**config.mk**
```make
export PLATFORM = sky130hd
export DESIGN_NAME = reg_spill_fill
export DESIGN_NICKNAME = d
export VERILOG_FILES = /design/src/rtl/reg_spill_fill.sv
export SDC_FILE = /design/constraint.sdc
export NUM_CORES = 1
export LEC_CHECK = 0
export ABC_AREA = 1
export CAP_MARGIN = 20
export CORE_MARGIN = 2
export CORE_UTILIZATION = 35
export CTS_CLUSTER_DIAMETER = 60
export CTS_CLUSTER_SIZE = 12
export DETAILED_ROUTE_END_ITERATION = 12
export PLACE_DENSITY = 0.69
export SYNTH_ARGS = -nofsm -noshare
export SYNTH_HDL_FRONTEND = slang
export SYNTH_SLANG_ARGS = --single-unit
```
**constraint.sdc**
```tcl
create_clock -name clk -period 2.59 [get_ports clk]
set_input_delay 0.777 -clock clk [delete_from_list [all_inputs] [get_ports clk]]
set_output_delay 0.777 -clock clk [all_outputs]
set_load 0.01 [all_outputs]
```
**src/rtl/reg_spill_fill.sv**
```systemverilog
// Spill/fill sequencer for the 8-bit register file: streams every register out
// in address order (spill) or rewrites every register from an input stream (fill).
module reg_spill_fill #(
    parameter int pw = 3
) (
    input  logic          clk,
    input  logic          rst_n,
    input  logic          start,
    input  logic          mode,
    output logic          busy,
    output logic          done,
    output logic [pw-1:0] rf_rd_addr,
    input  logic [7:0]    rf_rd_dat,
    output logic [pw-1:0] rf_wr_addr,
    output logic          rf_wr_en,
    output logic [7:0]    rf_wr_dat,
    output logic [7:0]    spill_dat,
    output logic          spill_valid,
    input  logic          spill_ready,
    input  logic [7:0]    fill_dat,
    input  logic          fill_valid,
    output logic          fill_ready
);

    typedef enum logic [1:0] {
        IDLE,
        SPILL,
        FILL,
        DONE
    } state_t;

    localparam logic [pw:0] N_REG  = (pw + 1)'(2 ** pw);
    localparam logic [pw:0] N_LAST = (pw + 1)'(2 ** pw - 1);

    state_t      state;
    logic [pw:0] idx;
    logic        spill_arm;
    logic        spill_load;

    // The first SPILL cycle only settles the read address, so byte 0 appears
    // two cycles after the start edge rather than one.
    assign spill_load = (state == SPILL) && !spill_arm
                        && (!spill_valid || spill_ready) && (idx < N_REG);

    always_ff @(posedge clk or negedge rst_n) begin
        if (!rst_n) begin
            state       <= IDLE;
            idx         <= '0;
            spill_arm   <= 1'b0;
            spill_valid <= 1'b0;
            spill_dat   <= '0;
        end else begin
            case (state)
                IDLE: begin
                    if (start) begin
                        idx       <= '0;
                        spill_arm <= !mode;
                        state     <= mode ? FILL : SPILL;
                    end
                end
                SPILL: begin
                    if (spill_arm) begin
                        spill_arm <= 1'b0;
                    end else if (spill_load) begin
                        spill_dat   <= rf_rd_dat;
                        spill_valid <= 1'b1;
                        idx         <= idx + 1'b1;
                    end else if (spill_valid && spill_ready) begin
                        // Only reachable once idx has hit N: last byte taken.
                        spill_valid <= 1'b0;
                        if (idx == N_REG) begin
                            state <= DONE;
                        end
                    end
                end
                FILL: begin
                    if (fill_valid) begin
                        idx <= idx + 1'b1;
                        if (idx == N_LAST) begin
                            state <= DONE;
                        end
                    end
                end
                DONE: begin
                    state <= IDLE;
                end
                default: begin
                    state <= IDLE;
                end
            endcase
        end
    end

    always_comb begin
        busy       = (state != IDLE);
        done       = (state == DONE);
        fill_ready = (state == FILL);
        rf_wr_en   = fill_ready && fill_valid;
        rf_wr_addr = idx[pw-1:0];
        rf_wr_dat  = fill_ready ? fill_dat : '0;
        rf_rd_addr = idx[pw-1:0];
    end

endmodule

```
==> flow_results.xml, run 1 <==
<?xml version="1.0" encoding="UTF-8"?>
<metrics>
  <group name="die">
    <metric name="die_height" unit="um">59.7</metric>
    <metric name="floorplan.initialDensity" unit="%">36.1</metric>
    <metric name="top_level_pins" unit="">49</metric>
    <metric name="design.core.area" unit="mm^2">0.00300</metric>
    <metric name="dieArea" unit="mm^2">0.00356</metric>
    <metric name="num_rows" unit="">20</metric>
    <metric name="fp.dieW" unit="um">59.7</metric>
  </group>
  <group name="clocking">
    <metric name="post_cts_hold_buffer_count" unit="">0</metric>
    <metric name="cts.repair_timing.setup_buffer_count" unit="">0</metric>
    <metric name="path_clk_slew" unit="ns">0.09</metric>
    <metric name="h-tree-depth" unit="">1</metric>
    <metric name="clockBufferDepth" unit="">2</metric>
    <metric name="numCtsBuffers" unit="">3</metric>
    <metric name="tritoncts" unit="">done</metric>
    <metric name="ctsRootBufferMaster" unit="">clkbuf_4</metric>
    <metric name="clkSinkCount" unit="">16</metric>
    <metric name="insertion_delay" unit="ns">0.29</metric>
  </group>
  <group name="global_route">
    <metric name="antenna_violations_before_repair" unit="">0</metric>
    <metric name="number_of_global_route_vias_before_repair" unit="">1005</metric>
    <metric name="grt-ovfl-total" unit="">0</metric>
    <metric name="grt_start_max_net_pins" unit="">19</metric>
    <metric name="global_route.usage.total" unit="%">14.6</metric>
    <metric name="grt_first_pass_wirelength" unit="um">4040</metric>
  </group>
  <group name="critical_path">
    <metric name="r2r_setup_slack" unit="ns">0.85</metric>
    <metric name="crit_required" unit="ns">1.81</metric>
    <metric name="cp_max_fo" unit="">4</metric>
    <metric name="worstRegToRegCells" unit="">9</metric>
    <metric name="worstReg2RegEnd" unit="">idx[3]$_DFFE_PN0P_</metric>
    <metric name="worst_r2r_startpoint" unit="">state[1]$_DFFE_PN0P_</metric>
    <metric name="worst_setup_path_end_kind" unit="">output port</metric>
    <metric name="timing.setup.critical_path_class" unit="">flop to output port</metric>
    <metric name="worst-endpoint-arrival" unit="ns">1.66</metric>
    <metric name="setup.worst_path.start_class" unit="">flop</metric>
  </group>
  <group name="route">
    <metric name="avgViaCountPerCell" unit="">4.74</metric>
    <metric name="vias" unit="">1047</metric>
    <metric name="antenna_left" unit="">0</metric>
    <metric name="first_iter_violations" unit="">16</metric>
    <metric name="finalWirelength" unit="um">2450</metric>
    <metric name="detail_route.drc_violations" unit="">0</metric>
    <metric name="routed_wire_length_per_instance" unit="um">11.1</metric>
    <metric name="first_pass_iters" unit="">4</metric>
  </group>
  <group name="power_and_ir_drop">
    <metric name="power_frac_seq" unit="%">28.2</metric>
    <metric name="pwr-share-clk" unit="%">10.3</metric>
    <metric name="netSwitchingFraction" unit="%">43.4</metric>
    <metric name="totalPowerFinal" unit="mW">1.62</metric>
    <metric name="p_leak" unit="nW">0.875</metric>
    <metric name="power_report.internal_total" unit="mW">0.919</metric>
    <metric name="largest_vdd_supply_drop" unit="uV">472</metric>
    <metric name="netSwitchingPower" unit="mW">0.703</metric>
    <metric name="ratio_of_total_power_to_cell_area" unit="mW/mm^2">1020</metric>
    <metric name="power.combinational.fraction" unit="%">61.5</metric>
  </group>
  <group name="synthesis">
    <metric name="number_of_warning_messages_in_the_yosys_log" unit="">0</metric>
    <metric name="synthesis.nets" unit="">171</metric>
    <metric name="synth-seq-cells" unit="">16</metric>
    <metric name="post_synth_inst_count" unit="">142</metric>
    <metric name="synth.lib_cells_used.distinct" unit="">20</metric>
    <metric name="seq_area_frac_synth" unit="%">36.9</metric>
    <metric name="average_footprint_of_a_synthesized_cell" unit="um^2">7.64</metric>
    <metric name="mappedNetlistArea" unit="mm^2">0.00108</metric>
  </group>
  <group name="sta">
    <metric name="fin_crit" unit="ns">2.44</metric>
    <metric name="finalHoldWorstSlack" unit="ns">0.492</metric>
    <metric name="max_slew_margin" unit="%">79.3</metric>
    <metric name="skew" unit="ns">0.00381</metric>
    <metric name="timing.final.crit_share" unit="%">94.2</metric>
    <metric name="timing_worst_slew_pin_value" unit="ns">0.307</metric>
    <metric name="slew_limit_fails" unit="">0</metric>
    <metric name="max_freq" unit="MHz">410</metric>
    <metric name="final_hold_violation_count" unit="">0</metric>
    <metric name="rsz0062_at_grt" unit="">no</metric>
    <metric name="finalSetupViolations" unit="">0</metric>
  </group>
  <group name="final_layout">
    <metric name="n_antenna_cell" unit="">0</metric>
    <metric name="post_route_cells_drive_above_1_share" unit="%">11.7</metric>
    <metric name="area_growth" unit="%">47.3</metric>
    <metric name="layout.filler_cells" unit="">308</metric>
    <metric name="fin_util" unit="%">53.2</metric>
    <metric name="layout.nets" unit="">218</metric>
  </group>
  <group name="run_status">
    <metric name="run_status" unit="">finished, final reports clean</metric>
  </group>
  <group name="place">
    <metric name="placement.io_buffers" unit="">48</metric>
    <metric name="gp_congestion" unit="">0.902</metric>
    <metric name="hpwlAfterDp" unit="um">1960</metric>
  </group>
  <group name="worst_hold_path">
    <metric name="worst_hold_path.endpoint" unit="">spill_dat[3]$_DFFE_PN0P_</metric>
    <metric name="timing.hold.worst.class" unit="">flop to flop</metric>
    <metric name="worst_hold_path.num_cells" unit="">2</metric>
    <metric name="worst_hold_startpoint" unit="">spill_dat[3]$_DFFE_PN0P_</metric>
  </group>
  <group name="flow_run">
    <metric name="max-cap-violations" unit="">0</metric>
  </group>
</metrics>
## stage by stage
step                      cells  setup slack (ns)  cell area (um^2)  setup TNS (ns)
final                       221             0.151              1600               0
after global placement      217           -0.0715              1560          -0.526
after floorplan             142             0.762              1080               0
after detailed placement    217           -0.0875              1560          -0.606
after CTS                   221            0.0645              1590               0
after global routing        221            0.0229              1600               0
## worst max-delay path by stage
stage / startpoint / to / slack [ns] / depth (start not counted)
after floorplan: state[0]$_DFFE_PN0P_ / rf_wr_dat[0] / 0.76 / 5
after global placement: fill_valid / rf_wr_en / -0.07 / 4
after detailed placement: fill_dat[3] / rf_wr_dat[3] / -0.09 / 4
after CTS: state[0]$_DFFE_PN0P_ / fill_ready / 0.06 / 3
after global routing: state[1]$_DFFE_PN0P_ / busy / 0.02 / 4
final: state[1]$_DFFE_PN0P_ / busy / 0.15 / 4
## layout by cell type, fill, tap and decap left out, types with 2 or more instances in the layout
cell,n
clkbuf_4,3
a21oi_1,3
inv_2,2
nand4_1,3
ha_1,6
nand3_1,8
buf_4,2
dfrtp_1,16
o21ai_2,8
clkdlybuf4s50_1,39
nor2_1,3
dlygate4sd2_1,9
nand2_1,43
o21ai_0,5
inv_1,30
## synthesized netlist by cell type
library cell | n | area [um^2]
nand2_2 | 1 | 6.26
nand3_4 | 1 | 17.5
nor2_8 | 1 | 20.0
nor2_1 | 3 | 11.3
o21ai_2 | 8 | 70.1
nand4_1 | 3 | 18.8
ha_1 | 7 | 87.6
buf_6 | 1 | 11.3
o21ai_0 | 5 | 25.0
inv_1 | 31 | 116
inv_2 | 1 | 3.75
nand2_1 | 43 | 161
nand2_4 | 1 | 11.3
a21oi_1 | 3 | 15.0
nor2_4 | 1 | 11.3
nand3b_1 | 1 | 7.51
dfrtp_1 | 16 | 400
buf_2 | 1 | 5.00
buf_4 | 6 | 45.0
nand3_1 | 8 | 40.0
## worst max-delay path, cell delays in order (launching register included)
cell and delay [ns]:
dfrtp_1 0.43, inv_1 0.11, ha_1 0.22, inv_1 0.08
clkdlybuf4s50_1 0.54
## area by class of cell
| class | count | area (um^2) | share of cell area [%] |
|---|---|---|---|
| repair buffers | 50 | 484 | 30.3 |
| well taps | 33 | 41.3 | 2.58 |
| clock buffers | 4 | 36.3 | 2.27 |
| multi-input cells | 86 | 515 | 32.3 |
| inverters | 32 | 120 | 7.52 |
| flip-flops and latches | 16 | 400 | 25.1 |
## logic make-up (layout without fill, tap and decap cells)
family / Yosys count / after routing / share of synthesized area [%]
fa+ha+maj: 7 / 7 / 8.07
buf+inv: 40 / 86 / 16.7
flops: 16 / 16 / 36.9
simple gates: 63 / 63 / 28.1
compound gates: 16 / 16 / 10.1
## what timing repair did
action,in CTS,in global routing
cloned,0,0
endpoints found under the setup margin,10,1
gates resized for setup,10,2
## per-layer routing
layer / track usage, % / share of wire, % / vias to the layer above
met1: 15.3 / 38 / 474
met3: 3.90 / 10 / 0
li1: - / - / 516
met5: 0 / 0 / -
met4: 4.13 / 0 / 0
met2: 28.0 / 51 / 57
## flip-flops by register name, summed over array words and instances, names as in the netlist
| name | count |
|---|---|
| spill_dat | 8 |
| idx | 4 |
| state | 2 |
| spill_arm | 1 |
| spill_valid | 1 |
## power by group through the flow
stage          Sequential, mW  Clock, mW  Combinational (mW)
2_1_floorplan           0.471          0               0.613
3_3_place_gp            0.452          0               0.993
3_5_place_dp            0.457          0                1.02
4_1_cts                 0.455      0.171                1.00
5_1_grt                 0.474      0.185                1.11
6_report                0.457      0.167               0.998
No activity file was read; power rests on OpenSTA's default activity.
==> run 2, diff against run 1 <==
SLEW_MARGIN = 20   (was unset)
==> results of run 2 <==
The final DEF is identical to that of run 1; final timing and power are the same.
